File: src/rtl/control_pkg.sv
// ============================================================================
// Module  : control_pkg
// Brief   : Shared types and constants for the bus-CPU fetch/execute controller.
// Revision: 1.0 - initial release
// ============================================================================
`default_nettype none

package control_pkg;

    localparam int OPCODE_W = 4;

    localparam logic [OPCODE_W-1:0] OP_LDA = 4'h0;
    localparam logic [OPCODE_W-1:0] OP_ADD = 4'h1;
    localparam logic [OPCODE_W-1:0] OP_SUB = 4'h2;
    localparam logic [OPCODE_W-1:0] OP_OUT = 4'hE;
    localparam logic [OPCODE_W-1:0] OP_HLT = 4'hF;

    typedef enum logic [2:0] {
        IDLE = 3'd0,
        T1   = 3'd1,
        T2   = 3'd2,
        T3   = 3'd3,
        T4   = 3'd4,
        T5   = 3'd5,
        T6   = 3'd6,
        HALT = 3'd7
    } tstate_e;

    typedef struct packed {
        logic pcInc;
        logic pcSend;
        logic marLoad;
        logic ramSend;
        logic irLoad;
        logic irSend;
        logic aLoad;
        logic aSend;
        logic bLoad;
        logic aluSend;
        logic subtract;
        logic outLoad;
    } ctrl_word_t;

    localparam ctrl_word_t CTRL_NONE = '0;

    // Last T-state that carries an active strobe for a given opcode.
    function automatic tstate_e last_exec_state(input logic [OPCODE_W-1:0] op);
        case (op)
            OP_LDA:         last_exec_state = T5;
            OP_ADD, OP_SUB: last_exec_state = T6;
            default:        last_exec_state = T4;
        endcase
    endfunction

endpackage

`default_nettype wire

File: src/rtl/control_rom.sv
// ============================================================================
// Module  : control_rom
// Brief   : Combinational decode of (T-state, opcode) into the strobe word.
// Revision: 1.0 - initial release
// ============================================================================
`default_nettype none

module control_rom
    import control_pkg::*;
(
    input  tstate_e               i_state,
    input  logic [OPCODE_W-1:0]   i_opcode,
    output ctrl_word_t            o_ctrl
);

    always_comb begin
        o_ctrl = CTRL_NONE;
        case (i_state)
            T1: begin
                o_ctrl.pcSend  = 1'b1;
                o_ctrl.marLoad = 1'b1;
            end
            T2: o_ctrl.pcInc = 1'b1;
            T3: begin
                o_ctrl.ramSend = 1'b1;
                o_ctrl.irLoad  = 1'b1;
            end
            T4: begin
                case (i_opcode)
                    OP_LDA, OP_ADD, OP_SUB: begin
                        o_ctrl.irSend  = 1'b1;
                        o_ctrl.marLoad = 1'b1;
                    end
                    OP_OUT: begin
                        o_ctrl.aSend   = 1'b1;
                        o_ctrl.outLoad = 1'b1;
                    end
                    default: ;
                endcase
            end
            T5: begin
                case (i_opcode)
                    OP_LDA: begin
                        o_ctrl.ramSend = 1'b1;
                        o_ctrl.aLoad   = 1'b1;
                    end
                    OP_ADD, OP_SUB: begin
                        o_ctrl.ramSend  = 1'b1;
                        o_ctrl.bLoad    = 1'b1;
                        o_ctrl.subtract = (i_opcode == OP_SUB);
                    end
                    default: ;
                endcase
            end
            T6: begin
                if (i_opcode == OP_ADD || i_opcode == OP_SUB) begin
                    o_ctrl.aluSend  = 1'b1;
                    o_ctrl.aLoad    = 1'b1;
                    o_ctrl.subtract = (i_opcode == OP_SUB);
                end
            end
            default: ;
        endcase
    end

endmodule

`default_nettype wire

File: src/rtl/control_sequencer.sv
// ============================================================================
// Module  : control_sequencer
// Brief   : T-state sequencer issuing one-cycle datapath strobes for the bus CPU.
//           Optional macro VARIABLE_T_EN shortens instructions to their last
//           active T-state.
// Revision: 1.0 - initial release
// ============================================================================
`default_nettype none

module control_sequencer
    import control_pkg::*;
(
    input  logic                clock,
    input  logic                reset,
    input  logic                run,
    input  logic [OPCODE_W-1:0] opcode,
    output logic                pcInc,
    output logic                pcSend,
    output logic                marLoad,
    output logic                ramSend,
    output logic                irLoad,
    output logic                irSend,
    output logic                aLoad,
    output logic                aSend,
    output logic                bLoad,
    output logic                aluSend,
    output logic                subtract,
    output logic                outLoad,
    output logic [5:0]          tState,
    output logic                halted
);

    tstate_e    r_state;
    tstate_e    w_next;
    ctrl_word_t w_rom;
    ctrl_word_t w_ctrl;
    logic       w_last;

`ifdef VARIABLE_T_EN
    assign w_last = (r_state == last_exec_state(opcode));
`else
    assign w_last = (r_state == T6);
`endif

    always_ff @(posedge clock or negedge reset) begin
        if (!reset) r_state <= IDLE;
        else        r_state <= w_next;
    end

    always_comb begin
        w_next = r_state;
        if (run) begin
            case (r_state)
                IDLE: w_next = T1;
                T1:   w_next = T2;
                T2:   w_next = T3;
                T3:   w_next = T4;
                T4: begin
                    if (opcode == OP_HLT) w_next = HALT;
                    else if (w_last)      w_next = T1;
                    else                  w_next = T5;
                end
                T5:   w_next = w_last ? T1 : T6;
                T6:   w_next = T1;
                HALT: w_next = HALT;
                default: w_next = IDLE;
            endcase
        end
    end

    control_rom u_rom (
        .i_state  (r_state),
        .i_opcode (opcode),
        .o_ctrl   (w_rom)
    );

    // A stalled cycle must not apply anything, so strobes are gated by run.
    assign w_ctrl = run ? w_rom : CTRL_NONE;

    assign pcInc    = w_ctrl.pcInc;
    assign pcSend   = w_ctrl.pcSend;
    assign marLoad  = w_ctrl.marLoad;
    assign ramSend  = w_ctrl.ramSend;
    assign irLoad   = w_ctrl.irLoad;
    assign irSend   = w_ctrl.irSend;
    assign aLoad    = w_ctrl.aLoad;
    assign aSend    = w_ctrl.aSend;
    assign bLoad    = w_ctrl.bLoad;
    assign aluSend  = w_ctrl.aluSend;
    assign subtract = w_ctrl.subtract;
    assign outLoad  = w_ctrl.outLoad;

    always_comb begin
        tState = 6'b000000;
        case (r_state)
            T1: tState = 6'b000001;
            T2: tState = 6'b000010;
            T3: tState = 6'b000100;
            T4: tState = 6'b001000;
            T5: tState = 6'b010000;
            T6: tState = 6'b100000;
            default: tState = 6'b000000;
        endcase
    end

    assign halted = (r_state == HALT);

    always_comb begin
        a_one_send: assert ($onehot0({w_ctrl.pcSend, w_ctrl.ramSend, w_ctrl.irSend,
                                      w_ctrl.aSend, w_ctrl.aluSend}));
    end

endmodule

`default_nettype wire

File: config.mk
export PLATFORM = sky130hd
export DESIGN_NAME = control_sequencer
export DESIGN_NICKNAME = d
export VERILOG_FILES = /design/src/rtl/control_pkg.sv /design/src/rtl/control_rom.sv /design/src/rtl/control_sequencer.sv
export SDC_FILE = /design/constraint.sdc
export NUM_CORES = 1
export LEC_CHECK = 0
export CAP_MARGIN = 25
export CORE_MARGIN = 2
export CORE_UTILIZATION = 33
export CTS_CLUSTER_DIAMETER = 40
export DETAILED_ROUTE_END_ITERATION = 8
export PLACE_DENSITY = 0.8
export SYNTH_ARGS = -nofsm -noshare
export SYNTH_HDL_FRONTEND = slang
export SYNTH_HIERARCHICAL = 1
export SYNTH_SLANG_ARGS = --single-unit
File: constraint.sdc
create_clock -name clock -period 1.4 [get_ports clock]
set_clock_uncertainty 0.05 [all_clocks]
set_input_delay 0.28 -clock clock [delete_from_list [all_inputs] [get_ports clock]]
set_output_delay 0.28 -clock clock [all_outputs]
set_load 0.005 [all_outputs]
Word-level counts from Yosys, hierarchy flattened. Index checks and enable logic that the tools add are counted.

Word-level logic and storage cells: 40. Bits of input ports: 7. Register bits: 3.

Equality and inequality tests: 11. Multiplexer cells: 22. Reductions and logical operators: 6.

Operators by type and width (count): $pmux 6 s6 (1); $pmux 3 s7 (1); $mux 1 (13); $eq 3x3->1 const B (4); $mux 12 (1); $eq 4x4->1 const B (2); $pmux 1 s2 (4); $eq 3x2->1 const B (2); $eq 4x1->1 const B (1); $eq 4x2->1 const B (1); $logic_not 4->1 (1); $mux 2 (2); $reduce_or 2->1 (2); $eq 3x1->1 const B (1); $logic_not 3->1 (1); $reduce_or 3->1 (1); $logic_or 1x1->1 (1).

Longest topological paths before layout. Gate-level depths: netlist (run 1).

Depth in word-level cells: 5. Mapped depth: 5. Mapped depth without buffers: 4.

Cells and area by module. The synthesis (run 1) kept the hierarchy.

By module, submodules not included: control_sequencer (seq. area each 75.1 µm², cells each 38, times used 1, area an instance 269.0 µm²); control_rom (seq. area each 0.0 µm², cells each 30, times used 1, area an instance 183.9 µm²).

Worst setup path after synthesis (run 1). No wires, ideal clock.

Path type: reg-to-output. Start point: reg r_state[1]. End point: out aLoad. Cell stages (with the launch flop): 5. Path slack: -0.133 ns. Data required time: 1.070 ns. Path buffers: 0. Arrival time: 1.203 ns. Cells stage by stage: dfrtp_1 nand2b_1 or3_1 a21oi_1 and2_1.

RTL lines: from (decl) (RTL line control_sequencer.sv:33) `tstate_e r_state;`; from (signal assigned) (RTL line control_sequencer.sv:47) `else r_state <= w_next;`; to (decl) (RTL line control_sequencer.sv:23) `output logic aLoad,`.

==> flow_summary.json, run 1 <==
{
  "multi_input_area_sq_um": 478,
  "synth_area_leaders": "and2_1 17%, dfrtp_1 17%, nor2_1 9.1%",
  "rows": 13,
  "yosysMostFrequentCell": "and2_1",
  "ys_seq_area_share_pct": 16.6,
  "h-tree-depth": 1,
  "finalHoldViolCount": 0,
  "status": "complete, but fails checks",
  "grt_use_met2_pct": 48.4,
  "grt_use_met1_pct": 34.0,
  "hpwl_mm": 1.03,
  "drv_slew": 0,
  "cts_buffer_depth": 2,
  "syn_area_per_cell_sq_um": 6.66,
  "post-route-period-util_pct": 142,
  "synth_common_cells": "12 x and2_1, 11 x nor2_1, 4 x inv_1, 4 x nand2_1, 4 x nand2b_1",
  "fp.dieW_um": 41.0,
  "min_period_ns": 1.99,
  "drt_iter0_drc": 33,
  "insertedDiodeCount": 0,
  "synth_seq_cells": 3,
  "grt_busiest_layer": "met2",
  "grt_pass1_vias": 653,
  "maxCapViolCount": 0,
  "hold_path_class": "primary input to asynchronous set/reset pin",
  "tns_ns": -6.15,
  "path_clk_slew_ns": 0.05,
  "p_leak_nw": 0.621,
  "drc": 0,
  "synthCells": 68,
  "worst_slew_pin_slew_ns": 0.242,
  "r2r_cells": 7,
  "finalSetupViolations": 21,
  "final_util_pct": 93.7,
  "yosysTopAreaCell": "and2_1",
  "drive_gt1_share_pct": 71.2,
  "drt-wirelength-per-cell_um": 19.8,
  "core_sq_mm": 0.00128,
  "yosysTopAreaCellShare_pct": 16.6,
  "peakVddDrop_v": 0.00147,
  "share_seq_of_total_power_pct": 8.6,
  "cts_tree": "built",
  "worstSetupEndpointType": "output port",
  "synthFlopType": "dfrtp_1",
  "n_fill_cell": 40,
  "syn_area_sq_um": 453,
  "crit_required_ns": 1.07,
  "synth_edf_count": 0,
  "viasPerCell": 5.75,
  "slew_headroom_pct": 83.9,
  "yosysUniqueCellTypes": 31,
  "ios": 26,
  "grt_pass1_wl_mm": 3.04,
  "place_congestion": 0.743,
  "nets": 147,
  "fin_ws_ns": -0.593,
  "ant_nets": 0,
  "grtUsageTotal_pct": 27.9,
  "max_freq_mhz": 502,
  "met3_usage_pct": 7.61,
  "clockPowerShare_pct": 6.8,
  "antenna_found_initial": 0,
  "start_util_pct": 35.2,
  "critPathMaxFanout": 4,
  "cts.sinks": 3,
  "switchingPower_w": 0.00102,
  "holdWs_ns": 0.198,
  "die_h_um": 41.0,
  "clkLatencyLatePin_ns": 0.24,
  "clock-root-buffer": "clkbuf_4",
  "area_delta_synth_final_pct": 166,
  "pwr-share-comb_pct": 84.6,
  "p_sw_share_pct": 41.6,
  "mappedNetlistNets": 75,
  "vias": 885,
  "violations": "setup timing",
  "detail_route.first_pass.iterations": 4,
  "ctsHoldBuffers": 0,
  "worst-setup-path-type": "flip-flop to output port",
  "grt_max_degree": 9,
  "seq_area_sq_um": 77.6,
  "synthArstFlopShare_pct": 100,
  "dp_slack_ns": -1.03,
  "arrival_ns": 1.66,
  "p_per_area_mw_per_mm2": 2050,
  "rsz0062_at_grt": "yes",
  "yosys_warnings": 6,
  "port_buffers": 25,
  "grt-ovfl-total": 0,
  "p_int_w": 0.00144,
  "dieArea_sq_mm": 0.00168,
  "drt-total-wl_mm": 3.04,
  "cts_buffers": 3,
  "start_kind": "flip-flop"
}
## layout make-up
cell class                 instances  share of cell area (%)
tap                               15                    1.56
inverter                           4                    1.46
clock buffer                       4                    2.18
multi-input combinational         57                    39.7
sequential                         3                    6.44
timing repair buffer              71                    48.6
## power by group through the flow
stage               sequential, W  clock, W  combinational, W
global route             0.000213  0.000179           0.00216
global placement         0.000187         0          0.000944
detailed placement       0.000191         0          0.000957
finish                   0.000211  0.000167           0.00208
floorplan                0.000220         0          0.000424
CTS                      0.000192  0.000161           0.00145
## layer usage
layer  up-vias  wire length, um
li1        375                -
met1       417             1150
met2        69             1480
met3        24              237
met4         0              176
met5         -                0
## through the flow
stage	power [W]	instance area, sq um	instances
finish	0.00246	1200	154
global route	0.00255	1200	154
CTS	0.00180	1050	144
detailed placement	0.00115	830	120
global placement	0.00113	830	120
floorplan	0.000644	470	68
## path summary, 6_finish.rpt
check	start	endpoint	slack, ns
worst max-delay path	r_state[0]	marLoad	-0.59
worst min-delay path	reset	r_state[0]	0.20
worst max register to register	flip-flop	r_state[1]	-0.12
worst min register to register	r_state[0]	flip-flop	0.81
max in group asynchronous	reset	asynchronous set/reset pin	0.90
min in group clock	opcode[3]	r_state[1]	0.65
## placed cells by master, fill, tap and decap left out, types with 2 or more instances in the layout
| cell type | n |
|---|---|
| buf_4 | 23 |
| nor2_1 | 6 |
| nand2_1 | 2 |
| a21oi_1 | 2 |
| nor2_2 | 4 |
| buf_2 | 19 |
| nand2b_4 | 4 |
| and2_1 | 11 |
| buf_6 | 25 |
| dfrtp_2 | 2 |
| clkdlybuf4s50_1 | 2 |
| inv_1 | 2 |
| clkbuf_4 | 3 |
## timing repair
action                     4_1_cts  5_1_grt
setup endpoints to repair       19       20
gates resized for setup        110       39
hold endpoints to repair         0        0
gates cloned                     1        0
pin swaps                       16       16
setup buffers                   19       11
## worst max-delay path, cell delays in order, from the launching register on
cell and delay [ns]:
dfrtp_1 0.42, buf_6 0.16, buf_6 0.12, nand3b_1 0.18, a21oi_1 0.23, and2_1 0.18
buf_2 0.13
## kinds of logic (layout without fill, tap and decap cells)
logic type | count (synthesis) | in the layout | synth area share, %
buffers and inverters | 8 | 79 | 8.01
multiplexers | 1 | 1 | 2.49
AND/OR/NAND/NOR | 45 | 45 | 55.3
flip-flops | 3 | 3 | 16.6
AO/OA/AOI/OAI | 11 | 11 | 17.7
No activity file was read; power rests on OpenSTA's default activity.
==> run 2: changes to the inputs <==
--- a/config.mk
+++ b/config.mk
@@ -10,6 +10,7 @@
 export CORE_UTILIZATION = 33
 export CTS_CLUSTER_DIAMETER = 40
 export DETAILED_ROUTE_END_ITERATION = 8
+export HOLD_SLACK_MARGIN = 0.05
 export PLACE_DENSITY = 0.8
 export SYNTH_ARGS = -nofsm -noshare
 export SYNTH_HDL_FRONTEND = slang
==> results of run 2 <==
No change in the layout: final DEF, timing and power equal those of run 1.
==> patch 1 (config.mk and constraints of run 1) <==
Change the package constant `OPCODE_W` from 4 to 6.
--- a/src/rtl/control_pkg.sv
+++ b/src/rtl/control_pkg.sv
@@ -7,7 +7,7 @@
 
 package control_pkg;
 
-    localparam int OPCODE_W = 4;
+    localparam int OPCODE_W = 6;
 
     localparam logic [OPCODE_W-1:0] OP_LDA = 4'h0;
     localparam logic [OPCODE_W-1:0] OP_ADD = 4'h1;
Interface: changed (resized opcode); port bits go from 26 to 28. No check against the original RTL was run, so the function may have changed too.
==> patch 1 against run 1 <==
The run still ends with setup timing left; design area fell by 2.1%; wire length decreased by 30%; first-iteration DRC count down 79%; power decreased by 24%; area after synthesis grew 24%; sequential cell count stayed put; worst setup slack worse by 65 ps; die area is 22% higher; critical path type unchanged; highest routed layer unchanged.
==> patch 1: results (changes against run 1) <==
* Total global-route track usage: 21.2% (-6.7 points)
- Detail-routed via count per cell: 5.16 (-10%)
- The depth of the most critical reg-to-reg path was 7 (unchanged).
* Leading register cell type out of synthesis: dfrtp_1
* Wire length of the first global-routing pass: 3110 um (+2.1%)
* Arrival time of data at the critical path endpoint: 1730 ps (+70 ps)
* Violations in the final reports: setup timing
- The depth of the CTS H-tree came to 1 (unchanged).
* Commonest cells in the synthesized netlist: 12 x and2_1, 4 x nand2b_1, 4 x nor2_1
- Top cells by area in the synthesized netlist: and2_1 13%, dfrtp_1 13%, buf_6 6.0%
- On the critical path the largest part of the delay comes from simple AND/OR/NAND/NOR gates.
- Number of buffers added by the clock tree synthesis step: 3 (unchanged)
- On the critical path, the stage with the largest delay is an instance of or3b_4.
* Max rail drop VDD: 1.33 mV (-9.2%)
- The maximum number of pins on one net before global-route repair was 15 (+6).
- Yosys warns: 6 (unchanged)
- Fillers: 105 (+160%)
- The number of global-route vias before repair is 722 (+11%).
* Async set or reset register ratio after synthesis: 100% (unchanged)
- Setup WS post-layout: -658 ps (-65.2 ps)
- The iteration-0 DRC count of the detailed router is 7 (-79%).
- The area of placed instances came to 948 sq um (+14%).
- The floorplan die width is 45.3 um (+10%).
* Leak Pwr: 0.582 nW (-6.4%)
* Placer Congestion: 0.781 (+5.0%)
- The quantity of I/O buffers inserted on ports was 27 (+8.0%).
* Reg-to-reg setup timing slack: -260 ps (-140 ps)
* Hold Crit Class: in -> async
- The number of diodes added for antenna fixing was 0 (unchanged).
* Detailed placer's ending HPWL: 1210 um (+17%)
- Number of different library cells in the post-synthesis netlist: 33 (+6.5%)
- FF-to-FF End: r_state[1]
- The pre-CTS worst setup slack came to -1140 ps (-107 ps).
* Largest fanout of any net on the critical path: 4 (unchanged)
- Clock Root Buffer: clkbuf_4
- The fraction of final layout cells sized beyond drive strength 1 is 67.7% (-3.5 points).
* Relative slew slack: 75.8% (-8.1 points)
- Antenna violations before repair: 0 (unchanged)
- Sequential share of the synthesized area: 13.4% (-3.2 points)
- The number of failing setup endpoints in the final timing report is 20 (-4.8%).
- DRT Pass-1 Iters: 3 (-1)
- The sum of routed wire length over all layers was 2150 um (-30%).
* Nets: 134 (-8.8%)
* Number of cells produced by synthesis: 66 (-2.9%)
- The flow ran to the end, but the final reports show violations.
==> patch 1: cell count changes after synthesis, sizes merged, moves of 3 or more <==
cell / run 1 / this run
nor2: 11 / 4
xnor2: 0 / 3
a21oi: 3 / 0
nor4: 0 / 4
buf: 2 / 5
==> patch 1: worst reg2reg max path, stage by stage, from the launching register on <==
cell,delay [ps]
dfrtp_1,330
buf_4,110
buf_6,90
bufbuf_16,240
buf_6,90
nand3_2,50
or4_4,410
a211oi_2,190
==> patch 1: through the flow <==
stage / std cells / hold slack [ps] / TNS, ps / util [%]
after floorplan: 66 / -65.6 / -1800 / -
after global placement: 121 / 422 / -13650 / 60.8
after detailed placement: 121 / 442 / -13990 / 60.8
after CTS: 136 / 190 / -8640 / 70.0
after global routing: 140 / 187 / -9540 / 75.6
final: 140 / 197 / -8170 / 75.6
==> patch 1: per-layer routing <==
layer | vias to the layer above | global-route usage, % | wire (um)
met1 | 345 | 22.7 | 889
met4 | 0 | 10.0 | 14
li1 | 349 | - | -
met3 | 2 | 2.80 | 88
met2 | 27 | 40.0 | 1150
met5 | - | 0 | 0
==> patch 1: final cells by class <==
type                    count  area (sq um)  share of cell area (%)
inverters                   2          7.51                   0.637
repair buffers             61           517                    43.8
well taps                  16          20.0                    1.70
flip-flops and latches      3          77.6                    6.58
multi-input cells          54           531                    45.0
clock buffers               4          26.3                    2.23
==> patch 1: how the worst max path moves through the flow <==
stage	end	slack, ps	cells past startpoint
5_1_grt	marLoad	-730	6
3_3_place_gp	outLoad	-1130	5
6_report	marLoad	-660	6
3_5_place_dp	aSend	-1140	5
2_1_floorplan	aLoad	-330	4
4_1_cts	marLoad	-660	6
==> patch 1: cells by family after synthesis <==
logic type	Yosys count	share of synthesized area, %
DFF	3	13.4
muxes	1	2.00
AOI/OAI and AO/OA	6	14.7
buffers and inverters	9	10.9
and+or+nand+nor	44	54.3
xor gates and xnor gates	3	4.68
==> patch 1: power by group <==
part           switching [mW]  leakage, nW  internal [mW]  total, mW
clock                  0.0431       0.0150          0.107      0.150
combinational           0.643        0.534          0.891       1.53
sequential             0.0530       0.0323          0.139      0.192
==> patch 1: timing repair <==
item	4_1_cts	5_1_grt
hold buffers	0	0
pin swaps	21	16
buffers inserted	10	5
cloned	1	0
endpoints found under the setup margin	20	20
gates resized for setup	90	31
==> patch 2 (flow settings as in run 1) <==
Without the edit above. Add an input register stage for `run`, without a reset; this delays it by one clock. The other inputs are not delayed to match. Comments in the files are not updated.
--- a/src/rtl/control_sequencer.sv
+++ b/src/rtl/control_sequencer.sv
@@ -30,6 +30,12 @@
     output logic                halted
 );
 
+    logic run_q;
+
+    always_ff @(posedge clock) begin
+        run_q <= run;
+    end
+
     tstate_e    r_state;
     tstate_e    w_next;
     ctrl_word_t w_rom;
@@ -49,7 +55,7 @@
 
     always_comb begin
         w_next = r_state;
-        if (run) begin
+        if (run_q) begin
             case (r_state)
                 IDLE: w_next = T1;
                 T1:   w_next = T2;
@@ -75,7 +81,7 @@
     );
 
     // A stalled cycle must not apply anything, so strobes are gated by run.
-    assign w_ctrl = run ? w_rom : CTRL_NONE;
+    assign w_ctrl = run_q ? w_rom : CTRL_NONE;
 
     assign pcInc    = w_ctrl.pcInc;
     assign pcSend   = w_ctrl.pcSend;
Check against the original RTL: not equivalent (Yosys sat finds a counterexample within 4 cycles, from zero or initial values and one cycle with reset low).
==> patch 2 against run 1 <==
The flow still finishes with violations (setup timing); worst setup slack better by 6.1 ps; synthesized cell count unchanged; area after synthesis up 12%; count of clock-buffer cells in the layout unchanged; sequential cell count up 1; design area down 0.52%; maximum frequency up 0.31%; critical path depth unchanged; wire length down 17%; power down 11%.
==> patch 2: results (changes against run 1) <==
* Total overflow reported by the global router: 0 (unchanged)
- The routed length per instance came to 16.7 um (-15%).
- The post-synthesis compound-gate area fraction came to 11.9% (-5.8 points).
* Yosys top cell area share: 14.8% (-1.8 points)
- The internal power came to 1.34 mW (-7.0%).
- The checks that failed: setup timing.
* Cell Count Post-Placement: 121 (+0.83%)
* Syn nets: 75 (unchanged)
- Post-synthesis adder-cell area fraction: 0% (unchanged)
* Outcome: complete, but fails checks
- The final estimated routing congestion in global placement is 0.751 (+1.1%).
- The depth of the CTS H-tree came to 1 (unchanged).
- Placed Area: 886 sq um (+6.8%)
- On the critical path the largest part of the delay comes from simple AND/OR/NAND/NOR gates.
- Total number of vias: 779 (-12%)
* Leak Pwr: 0.621 nW (about the same)
- Largest stage delay, worst path: 420 ps (about the same)
- Fraction of layout cells with a size suffix above 1: 68.9% (-2.3 points)
- Async set or reset register ratio after synthesis: 75.0% (-25 points)
- The global-route wire length before repair is 3570 um (+17%).
- The tree is rooted in a clkbuf_4.
- The final sum of negative setup slack is -6890 ps (-739 ps).
* Number of global-route vias before repair: 774 (+19%)
- Ranked by instance count, the synthesized netlist is headed by 10 x and2_1, 6 x nor2_1, 4 x nand2_1.
- The distinct cell type count of the synthesized netlist is 31 (unchanged).
- Total global-route track usage: 25.9% (-2.0 points)
- Hold Crit Class: in -> async
- Violation count after the first detailed-routing iteration: 8 (-76%)
- The area share of xor/xnor cells in the synthesized design was 1.73% (+1.7 points).
- The transition at the pin with the smallest max-transition slack came to 244 ps (+2.46 ps).
- Top cells by area in the synthesized netlist: dfrtp_1 15%, and2_1 12%, and3b_1 5.2%
* Max Buffers Root-to-Sink: 2 (unchanged)
- The largest voltage drop on the vdd net was 1.29 mV (-12%).
- The post-detailed-placement half-perimeter wirelength is 1120 um (+8.2%).
- WL final: 2520 um (-17%)
* Sequential share of the synthesized area: 18.8% (+2.2 points)
- The final net count was 143 (-2.7%).
* Syn_area_per_cell: 7.45 sq um (+12%)
- Maximum number of pins on one net before global-route repair: 13 (+4)
- The quantity of I/O buffers inserted on ports was 25 (unchanged).
- Setup WS post-layout: -587 ps (+6.11 ps)
- Multiplexer share of the synthesized area: 2.96% (+0.48 points)
* # setup viols final: 19 (-9.5%)
==> patch 2: cells by family (layout without fill, tap and decap cells) <==
kind of cell	count (synthesis)	in the layout
AO/OA/AOI/OAI	8	8
XOR/XNOR	1	1
buffers and inverters	9	76
flip-flops	4	4
multiplexers	1	1
AND/OR/NAND/NOR	45	45
==> patch 2: worst paths after layout <==
check / startpoint / end / slack, ps / cells after the start
worst min register to register: flip-flop / flip-flop / 710 / 2
worst max register to register: r_state[0] / r_state[1] / 90 / 6
worst max-delay path: r_state[1] / aLoad / -590 / 6
worst min-delay path: reset / asynchronous set/reset pin / 160 / 1
max in group asynchronous: reset / r_state[0] / 950 / 1
min in group clock: opcode[1] / r_state[1] / 430 / 4
==> patch 2: layout make-up <==
| type | count | area, sq um |
|---|---|---|
| inverter | 3 | 11.3 |
| clock buffer | 4 | 26.3 |
| fill | 82 | 274 |
| multi-input combinational | 55 | 495 |
| sequential | 4 | 96.3 |
| timing repair buffer | 69 | 548 |
| tap | 16 | 20.0 |
==> patch 2: per-layer routing <==
layer	vias to the layer above	routed length (um)	GRT usage [%]
met5	-	0	0
met4	0	74	10.9
met2	30	1370	47.8
met3	8	98	2.55
met1	374	982	29.6
li1	367	-	-
==> patch 2: timing repair <==
item,in CTS,in global routing
endpoints found under the setup margin,19,21
buffers inserted,21,9
gates resized for setup,103,30
pin swaps,20,13
==> patch 2: power groups by stage <==
stage / sequential (mW) / clock (mW) / combinational, mW
after global routing: 0.257 / 0.184 / 1.86
after global placement: 0.230 / 0 / 0.959
final: 0.254 / 0.168 / 1.77
after detailed placement: 0.236 / 0 / 0.984
after floorplan: 0.226 / 0 / 0.504
after CTS: 0.234 / 0.164 / 1.44
==> patch 2: worst reg2reg max path, stage by stage, from the launching register on <==
cell     delay [ps]
dfrtp_2         470
buf_6           160
buf_6           110
buf_6           110
o21ai_0         190
nand2_1          80
nand4_1          90
==> patch 2: metrics by stage <==
stage                     setup slack [ps]  total power, mW
final                                 -587             2.19
after global routing                  -643             2.31
after CTS                             -531             1.84
after detailed placement             -1010             1.22
after global placement                -927             1.19
after floorplan                      -40.7            0.730
